**config.mk**
```make
export PLATFORM = sky130hd
export DESIGN_NAME = mul_div_unit
export DESIGN_NICKNAME = d
export VERILOG_FILES = /design/src/rtl/m_ext_defs.sv /design/src/rtl/mul_div_divider.sv /design/src/rtl/mul_div_unit.sv
export SDC_FILE = /design/constraint.sdc
export NUM_CORES = 2
export LEC_CHECK = 0
export CAP_MARGIN = 20
export CORE_MARGIN = 4
export CORE_UTILIZATION = 55
export DETAILED_ROUTE_END_ITERATION = 8
export PLACE_DENSITY_LB_ADDON = 0.3
export SYNTH_ARGS = -nofsm -noshare
export SYNTH_HDL_FRONTEND = slang
export SYNTH_SLANG_ARGS = --single-unit
```
**constraint.sdc**
```tcl
create_clock -name clk -period 15.9 [get_ports clk]
set_input_delay 1.59 -clock clk [delete_from_list [all_inputs] [get_ports clk]]
set_output_delay 1.59 -clock clk [all_outputs]
set_load 0.05 [all_outputs]
```
**src/rtl/m_ext_defs.sv**
```systemverilog
// m_ext_defs: shared types and constants for the EXE->M-extension interface.
package m_ext_defs;
    localparam int MD_XLEN  = 32;
    localparam int MD_CNT_W = 6;

    typedef enum logic [3:0] {
        M_NONE, M_MUL, M_MULH, M_MULHSU, M_MULHU, M_DIV, M_DIVU, M_REM, M_REMU
    } type_alu_m_ops_e;

    typedef struct packed {
        logic [MD_XLEN-1:0] alu_operand_1;
        logic [MD_XLEN-1:0] alu_operand_2;
        type_alu_m_ops_e    alu_m_ops;
    } type_exe2mul_s;

    typedef enum logic [1:0] {S_IDLE, S_MUL, S_DIV, S_DONE} type_mul_state_e;

    localparam logic [MD_XLEN-1:0] DIV_ZERO_Q = '1;
    localparam logic [MD_XLEN-1:0] SIGNED_MIN = 32'h8000_0000;

    // Encodings outside the enumerated range behave as M_NONE.
    function automatic logic is_m_op(input type_alu_m_ops_e op);
        return op >= M_MUL && op <= M_REMU;
    endfunction
endpackage

```
**src/rtl/mul_div_divider.sv**
```systemverilog
// mul_div_divider: iterative radix-2 restoring unsigned divider, one quotient bit per cycle.
module mul_div_divider #(
    parameter int XLEN  = 32,
    parameter int CNT_W = 6
) (
    input  logic            clk,
    input  logic            rst_n,
    input  logic            start_i,
    input  logic            kill_i,
    input  logic [XLEN-1:0] dividend_i,
    input  logic [XLEN-1:0] divisor_i,
    output logic            busy_o,
    output logic            done_o,
    output logic [XLEN-1:0] quotient_o,
    output logic [XLEN-1:0] remainder_o
);
    logic [CNT_W-1:0] cnt_q, cnt_d;
    logic [XLEN-1:0]  quo_q, quo_d, rem_q, rem_d, dvs_q, dvs_d;
    logic [XLEN:0]    trial;

    assign busy_o      = cnt_q != '0;
    assign done_o      = cnt_q == CNT_W'(1);
    assign quotient_o  = quo_q;
    assign remainder_o = rem_q;

    always_comb begin
        trial = {rem_q, quo_q[XLEN-1]} - {1'b0, dvs_q};
        cnt_d = cnt_q;
        quo_d = quo_q;
        rem_d = rem_q;
        dvs_d = dvs_q;
        if (kill_i) begin
            cnt_d = '0;
        end else if (start_i) begin
            cnt_d = CNT_W'(XLEN);
            quo_d = dividend_i;
            rem_d = '0;
            dvs_d = divisor_i;
        end else if (busy_o) begin
            // A borrow means the trial subtraction failed: keep the shifted remainder.
            cnt_d = cnt_q - CNT_W'(1);
            quo_d = {quo_q[XLEN-2:0], ~trial[XLEN]};
            rem_d = trial[XLEN] ? {rem_q[XLEN-2:0], quo_q[XLEN-1]} : trial[XLEN-1:0];
        end
    end

    always_ff @(posedge clk) begin
        if (!rst_n) begin
            cnt_q <= '0;
            quo_q <= '0;
            rem_q <= '0;
            dvs_q <= '0;
        end else begin
            cnt_q <= cnt_d;
            quo_q <= quo_d;
            rem_q <= rem_d;
            dvs_q <= dvs_d;
        end
    end
endmodule

```
**src/rtl/mul_div_unit.sv**
```systemverilog
// mul_div_unit: RV32M multiply/divide unit; stalls EXE while busy and strobes one result.
module mul_div_unit
    import m_ext_defs::*;
#(
    parameter int XLEN  = MD_XLEN,
    parameter int CNT_W = MD_CNT_W
) (
    input  logic            clk,
    input  logic            rst_n,
    input  type_exe2mul_s   exe2mul_i,
    input  logic            flush_i,
    output logic            mul_stall_o,
    output logic [XLEN-1:0] mul_result_o,
    output logic            mul_valid_o
);
    type_mul_state_e   state_q, state_d;
    type_alu_m_ops_e   op_q, op_d;
    logic [XLEN-1:0]   a_q, a_d, b_q, b_d;
    logic [2*XLEN-1:0] prod_q, prod_d, ma, mb;
    logic [XLEN-1:0]   in_a, in_b, abs_a, abs_b, div_quo, div_rem;
    logic [XLEN-1:0]   q_fix, r_fix, div_res, mul_res;
    logic              req, in_mul, in_sgn, in_special, div_start, div_kill, div_busy, div_done;
    logic              q_is_mul, q_is_quo, q_sgn, q_zero, q_ovf;

    assign in_a       = exe2mul_i.alu_operand_1;
    assign in_b       = exe2mul_i.alu_operand_2;
    assign req        = is_m_op(exe2mul_i.alu_m_ops) && !flush_i;
    assign in_mul     = exe2mul_i.alu_m_ops >= M_MUL && exe2mul_i.alu_m_ops <= M_MULHU;
    assign in_sgn     = exe2mul_i.alu_m_ops == M_DIV || exe2mul_i.alu_m_ops == M_REM;
    assign in_special = in_b == '0 || (in_sgn && in_a == SIGNED_MIN && in_b == '1);
    assign abs_a      = (in_sgn && in_a[XLEN-1]) ? -in_a : in_a;
    assign abs_b      = (in_sgn && in_b[XLEN-1]) ? -in_b : in_b;
    assign div_start  = state_q == S_IDLE && req && !in_mul && !in_special;
    assign div_kill   = state_q == S_DIV && flush_i;

    mul_div_divider #(.XLEN(XLEN), .CNT_W(CNT_W)) u_div (
        .clk        (clk),
        .rst_n      (rst_n),
        .start_i    (div_start),
        .kill_i     (div_kill),
        .dividend_i (abs_a),
        .divisor_i  (abs_b),
        .busy_o     (div_busy),
        .done_o     (div_done),
        .quotient_o (div_quo),
        .remainder_o(div_rem)
    );

    // Sign-extending to 2*XLEN keeps the low 2*XLEN product bits exact for every variant.
    assign ma = {{XLEN{op_q != M_MULHU && a_q[XLEN-1]}}, a_q};
    assign mb = {{XLEN{(op_q == M_MUL || op_q == M_MULH) && b_q[XLEN-1]}}, b_q};

    always_comb begin
        state_d = state_q;
        op_d    = op_q;
        a_d     = a_q;
        b_d     = b_q;
        prod_d  = prod_q;
        case (state_q)
            S_IDLE: if (req) begin
                op_d    = exe2mul_i.alu_m_ops;
                a_d     = in_a;
                b_d     = in_b;
                state_d = in_mul ? S_MUL : in_special ? S_DONE : S_DIV;
            end
            S_MUL: begin
                prod_d  = ma * mb;
                state_d = flush_i ? S_IDLE : S_DONE;
            end
            S_DIV:   state_d = flush_i ? S_IDLE : div_done ? S_DONE : S_DIV;
            default: state_d = S_IDLE;
        endcase
    end

    always_ff @(posedge clk) begin
        if (!rst_n) begin
            state_q <= S_IDLE;
            op_q    <= M_NONE;
            a_q     <= '0;
            b_q     <= '0;
            prod_q  <= '0;
        end else begin
            state_q <= state_d;
            op_q    <= op_d;
            a_q     <= a_d;
            b_q     <= b_d;
            prod_q  <= prod_d;
        end
    end

    assign q_is_mul = op_q >= M_MUL && op_q <= M_MULHU;
    assign q_is_quo = op_q == M_DIV || op_q == M_DIVU;
    assign q_sgn    = op_q == M_DIV || op_q == M_REM;
    assign q_zero   = b_q == '0;
    assign q_ovf    = q_sgn && a_q == SIGNED_MIN && b_q == '1;
    assign q_fix    = (q_sgn && (a_q[XLEN-1] ^ b_q[XLEN-1])) ? -div_quo : div_quo;
    assign r_fix    = (q_sgn && a_q[XLEN-1]) ? -div_rem : div_rem;
    assign div_res  = q_zero ? (q_is_quo ? DIV_ZERO_Q : a_q)
                    : q_ovf  ? (q_is_quo ? SIGNED_MIN : '0)
                    : (q_is_quo ? q_fix : r_fix);
    assign mul_res  = op_q == M_MUL ? prod_q[XLEN-1:0] : prod_q[2*XLEN-1:XLEN];

    assign mul_valid_o  = state_q == S_DONE;
    assign mul_result_o = mul_valid_o ? (q_is_mul ? mul_res : div_res) : '0;
    assign mul_stall_o  = (state_q == S_IDLE && req) || state_q == S_MUL
                        || (state_q == S_DIV && div_busy);
endmodule

```
# After elaboration in Yosys (flattened, before gate mapping)
# Index checks and enable logic that the tools add are counted.
# op_classes
n_addsub	6
div_mod_pow	0
n_lt_le_gt_ge	5
shifts	0
n_bitwise	4
multipliers	1
eq_ne	17
reduce_logical	39
mux	26
# ops
cell	n
32-bit two-way mux	17
32-bit == test, second input constant	4
32-bit negator	4
32-bit zero test	2
33-bit by 33-bit multiplier with 64-bit output	1
33-bit by 32-bit subtractor with 33-bit output	1
4-bit by 3-bit == test with 1-bit output, second input constant	5
1-bit logical AND	19
6-bit two-way mux	2
4-bit by 1-bit greater-or-equal comparator with 1-bit output, second input constant	2
4-bit by 3-bit <= comparator with 1-bit output, second input constant	2
2-bit two-way mux	4
1-bit logical OR	7
6-bit by 1-bit == test with 1-bit output, second input constant	1
2-bit one-hot mux with 3 select lines	1
2-bit AND reduction	3
6-bit nonzero test	1
6-bit by 1-bit subtractor with 6-bit output, second input constant	1
2-bit == test, second input constant	2
4-bit by 1-bit == test with 1-bit output, second input constant	1
4-bit by 2-bit == test with 1-bit output, second input constant	1
4-bit <= comparator, second input constant	1
4-bit by 3-bit inequality test with 1-bit output, second input constant	1
1-bit zero test	3
other kinds (9)	12
# word_totals
ram_bits	0
latch_bits	0
in_bits	71
ff_bits	236
mem_count	0
romBits	0

# Logic depth before layout (Yosys ltp)
# depth
word_depth	9
depth_mapped	32

# Hierarchy
# Synthesis repeated with hierarchy kept, for this count alone.
# unflattened
hier_cells	6326
area_unflattened_um2	53510.1
# by_module_without_submodules
mod	area_each_um2	n_inst	cells_per_inst
mul_div_unit	47425.5	1	5587
mul_div_divider	6084.6	1	739

# Worst setup path after synthesis
# No wires, ideal clock.
# synth_timing
path_kind	reg-to-reg
from	register op_q[0]
to	register prod_q[62]
t_required_ps	15778
path_stages_with_launch	30
setup_slack_ps	7653
arrival_time_ps	8125
period_less_slack_ps	8247
path_cell_list	dfxtp_1 -> clkbuf_1 -> nor2_1 -> a21boi_0 -> clkbuf_1 -> nand2_1 -> inv_1 -> fa_1 -> inv_1 -> fa_1 -> inv_1 -> fa_1 -> inv_1 -> fa_1 -> fa_1 -> fa_1 -> fa_1 -> fa_1 -> inv_1 -> ha_1 -> clkbuf_1 -> nand2_1 -> nor2_1 -> nand3_1 -> a2111oi_0 -> o311ai_1 -> o21ai_0 -> a221o_1 -> a21oi_1 -> a311o_1
# synth_via
elab_chain_cells	4
# synth_lines
element	line	rtl
start, declared	mul_div_unit.sv:17	type_alu_m_ops_e op_q, op_d;
start signal, assigned	mul_div_unit.sv:84	op_q <= op_d;
4-bit by 1-bit == test with 1-bit output or 4-bit by 2-bit == test with 1-bit output (tied branches)	mul_div_unit.sv:51	assign mb = {{XLEN{(op_q == M_MUL || op_q == M_MULH) && b_q[XLEN-1]}}, b_q};
1-bit logical OR	mul_div_unit.sv:51	
1-bit logical AND	mul_div_unit.sv:51	
33-bit by 33-bit multiplier with 64-bit output *	mul_div_unit.sv:67	prod_d = ma * mb;
end signal, assigned	mul_div_unit.sv:87	prod_q <= prod_d;
end, declared	mul_div_unit.sv:19	logic [2*XLEN-1:0] prod_q, prod_d, ma, mb;
# Mark *: on every way between the ends. The rest lies on a longest branch, timed or not.
# A chain may end at the register's enable or synchronous reset.

# Final worst setup path
# layout_timing
from	register op_q[2]
to	register prod_q[62]
# Same word-level chain as after synthesis.

==> metrics <==
fin nets=7490; I/O pins=105; Max IR drop VDD=116.3 uV; crit path buf inv count=6; RSZ-0062 raised after global routing=false; status=finished, final reports clean; vias in the first global route=44230; Avg Cell Area, Syn=8.509 sq um; CTS buffer count=26; Pwr Density=67.29 nW/um^2; delay-heaviest family, CP=adder cells; Die X=318.3 um; CTS tree=yes; Area contributors post-synth=fa_1 43%, dfxtp_1 8.9%, inv_1 8.1%; Tmin final=9152 ps; CP most frequent cell=fa_1; # hold bufs at CTS=0; clk_lat worst skew=570 ps; Total Routing Usage GR=0.3158; clock sinks=236; Post-Synthesis Cell Area=52950 sq um; drt pass-1 iters=6; EDFF count, synth=0; # setup viols final=0; setup tns final=0 ps; fraction of the mapped netlist area in adder cells=0.4853; via count=42340; DIE AREA=101300 sq um; clock skew=18.01 ps; CP Data Required Time=16350 ps; crit share post-route=0.5756; multiplexer share of the synthesized area=0.01817; crit path launch type=flop; Post-DRT Antenna Nets=0; flops & latches, synth=236; post-cts resize count=0; Core ar.=95290 sq um; Synth top area share=0.4257; commonest register cell after synthesis=dfxtp_1; Seq/Total Area, Yosys=0.08922; DR WL/cell=21.61 um; Worst setup EP type=flop; xor and xnor area share after synthesis=0.03490; FP Rows=113; DP HPWL=123500 um; initial antenna violation count=6; MaxCap Viol Count=0; Vias/cell=5.778; Crit Path Class=flop to flop; Max Fclk=109.3 MHz; Post-synth ARST share=0; initial DRC count=3760; Worst Hold Class=flop to flop; WP data arrival=9600 ps; Final Max Slew Viols=0; largest family of logic cells by synthesized area=adder cells; first-pass GRT wire length=252600 um; worst-case clock buffer depth=3; starting density of the core=0.5557; share of layout cells above drive strength 1=0.02855; drt drc=0; GR Overflow Total=0; Area Overhead vs Synth=4.988%; clock slew at the register clock pins of the worst setup and hold paths=70 ps; P_leak=23.77 nW; largest net degree at the start of global routing=98; Die Y=318.3 um; routed wire length=158400 um; Hold Fails Final Rpt=0; Netlist cell types=83; CTS root buffer=clkbuf_16; synthesis warning total=0; Syn Inst Count=6223; Final Util=0.5834; Slew headroom=0.2646; Synth Area in Compound Gates=0.08915; worst slew pin tran=1102 ps; Post-CTS Setup Inserts=0; Post-synth top cells=1148 x inv_1, 1126 x fa_1, 1103 x nand2_1; syn_nets=7672; simple-gate share of the synthesized area=0.1714; PortBufs=104; most frequent cell after synthesis=inv_1; fillers=8552; Synth area leader=fa_1; gpl congestion=0.9992; slowest CP cell=fa_1; critical path's largest stage delay=690 ps; H-tree levels=1; Worst Path Max Fanout=31
-- final cells by class --
cell class                      count  area [sq um]  area share
Multi-Input combinational cell   4432         42350      0.7618
Sequential cell                   236          4725     0.08499
Inverter                         1149          4318     0.07767
Timing Repair Buffer              196          1772     0.03187
Tap cell                         1265          1583     0.02847
Clock buffer                       36         739.5     0.01330
Clock inverter                     10         97.59    0.001756
Antenna cell                        4         10.01   0.0001801
-- routing by layer --
layer | vias to the layer above | track usage | wire (um)
met5 | - | 0 | 13
met4 | 2 | 0.09818 | 6260
met3 | 354 | 0.04919 | 12200
met2 | 1663 | 0.5230 | 75540
met1 | 21660 | 0.4308 | 64380
li1 | 18660 | - | -
-- flip-flops by register name (all words and copies together), names as in the netlist --
signal,cells
a_q,32
prod_q,64
u_div.dvs_q,32
b_q,32
state_q,2
op_q,4
u_div.remainder_o,32
u_div.cnt_q,6
u_div.quotient_o,32
-- metrics by stage --
step           setup slack, ps  std cells  total power, mW  area [sq um]  hold slack [ps]
2_1_floorplan             7653       6223            2.460         52950            421.1
3_3_place_gp              7041       7276            3.032         54690            436.9
3_5_place_dp              6812       7276            3.063         54690            444.5
4_1_cts                   6781       7322            3.689         55530            453.4
5_1_grt                   6102       7324            3.998         55580            468.6
6_report                  6748       7328            3.741         55590            452.5
-- tightest hold or removal path, cell delays in order (launching register included) --
cell and delay (ps):
dfxtp_1 310, nand2_1 50, a21oi_1 50
-- layout by cell type, fill, tap and decap left out, drive strengths merged, types with 7 or more instances in the layout --
cell type,instances
o21bai,15
a221oi,11
nand4,33
o41ai,7
a21oi,318
or4,12
o21a,18
clkbuf,36
and3,27
ha,252
or3,21
a31oi,23
buf,92
or2,11
o211ai,15
nand3,49
xnor2,131
nor2b,20
a211oi,103
nor3b,7
mux2i,95
clkdlybuf4s50,104
xor2,80
a21boi,8
nand2,1105
nand2b,19
dfxtp,236
a21o,41
and2,341
fa,1126
o31ai,22
inv,1151
nor3,51
o21ai,130
o22ai,15
nor4,38
nor2,219
-- logic make-up (layout without fill, tap and decap cells) --
logic type / count (synthesis) / count (layout)
XOR/XNOR: 211 / 211
other: 0 / 4
flip-flops: 236 / 236
multiplexers: 96 / 96
buffers and inverters: 1555 / 1391
AND/OR/NAND/NOR: 1976 / 1976
AO/OA/AOI/OAI: 771 / 771
adder cells (fa/ha/maj): 1378 / 1378
-- power breakdown --
part / leakage (nW) / internal [mW] / switching (mW)
clock: 0.406 / 0.343 / 0.280
sequential: 1.92 / 0.678 / 0.147
combinational: 21.4 / 0.887 / 1.40
total: 23.8 / 1.91 / 1.83
-- worst paths after layout --
kind / from / endpoint / slack (ps) / depth (start not counted)
worst max register to register: op_q[2]$_SDFFE_PN0P_ / prod_q[62]$_SDFFE_PN0N_ / 6750 / 27
worst min register to register: prod_q[8]$_SDFFE_PN0N_ / prod_q[8]$_SDFFE_PN0N_ / 450 / 2
worst max-delay path: op_q[2]$_SDFFE_PN0P_ / prod_q[62]$_SDFFE_PN0N_ / 6750 / 27
worst min-delay path: prod_q[8]$_SDFFE_PN0N_ / prod_q[8]$_SDFFE_PN0N_ / 450 / 2
(Power assumes the default switching activity.)
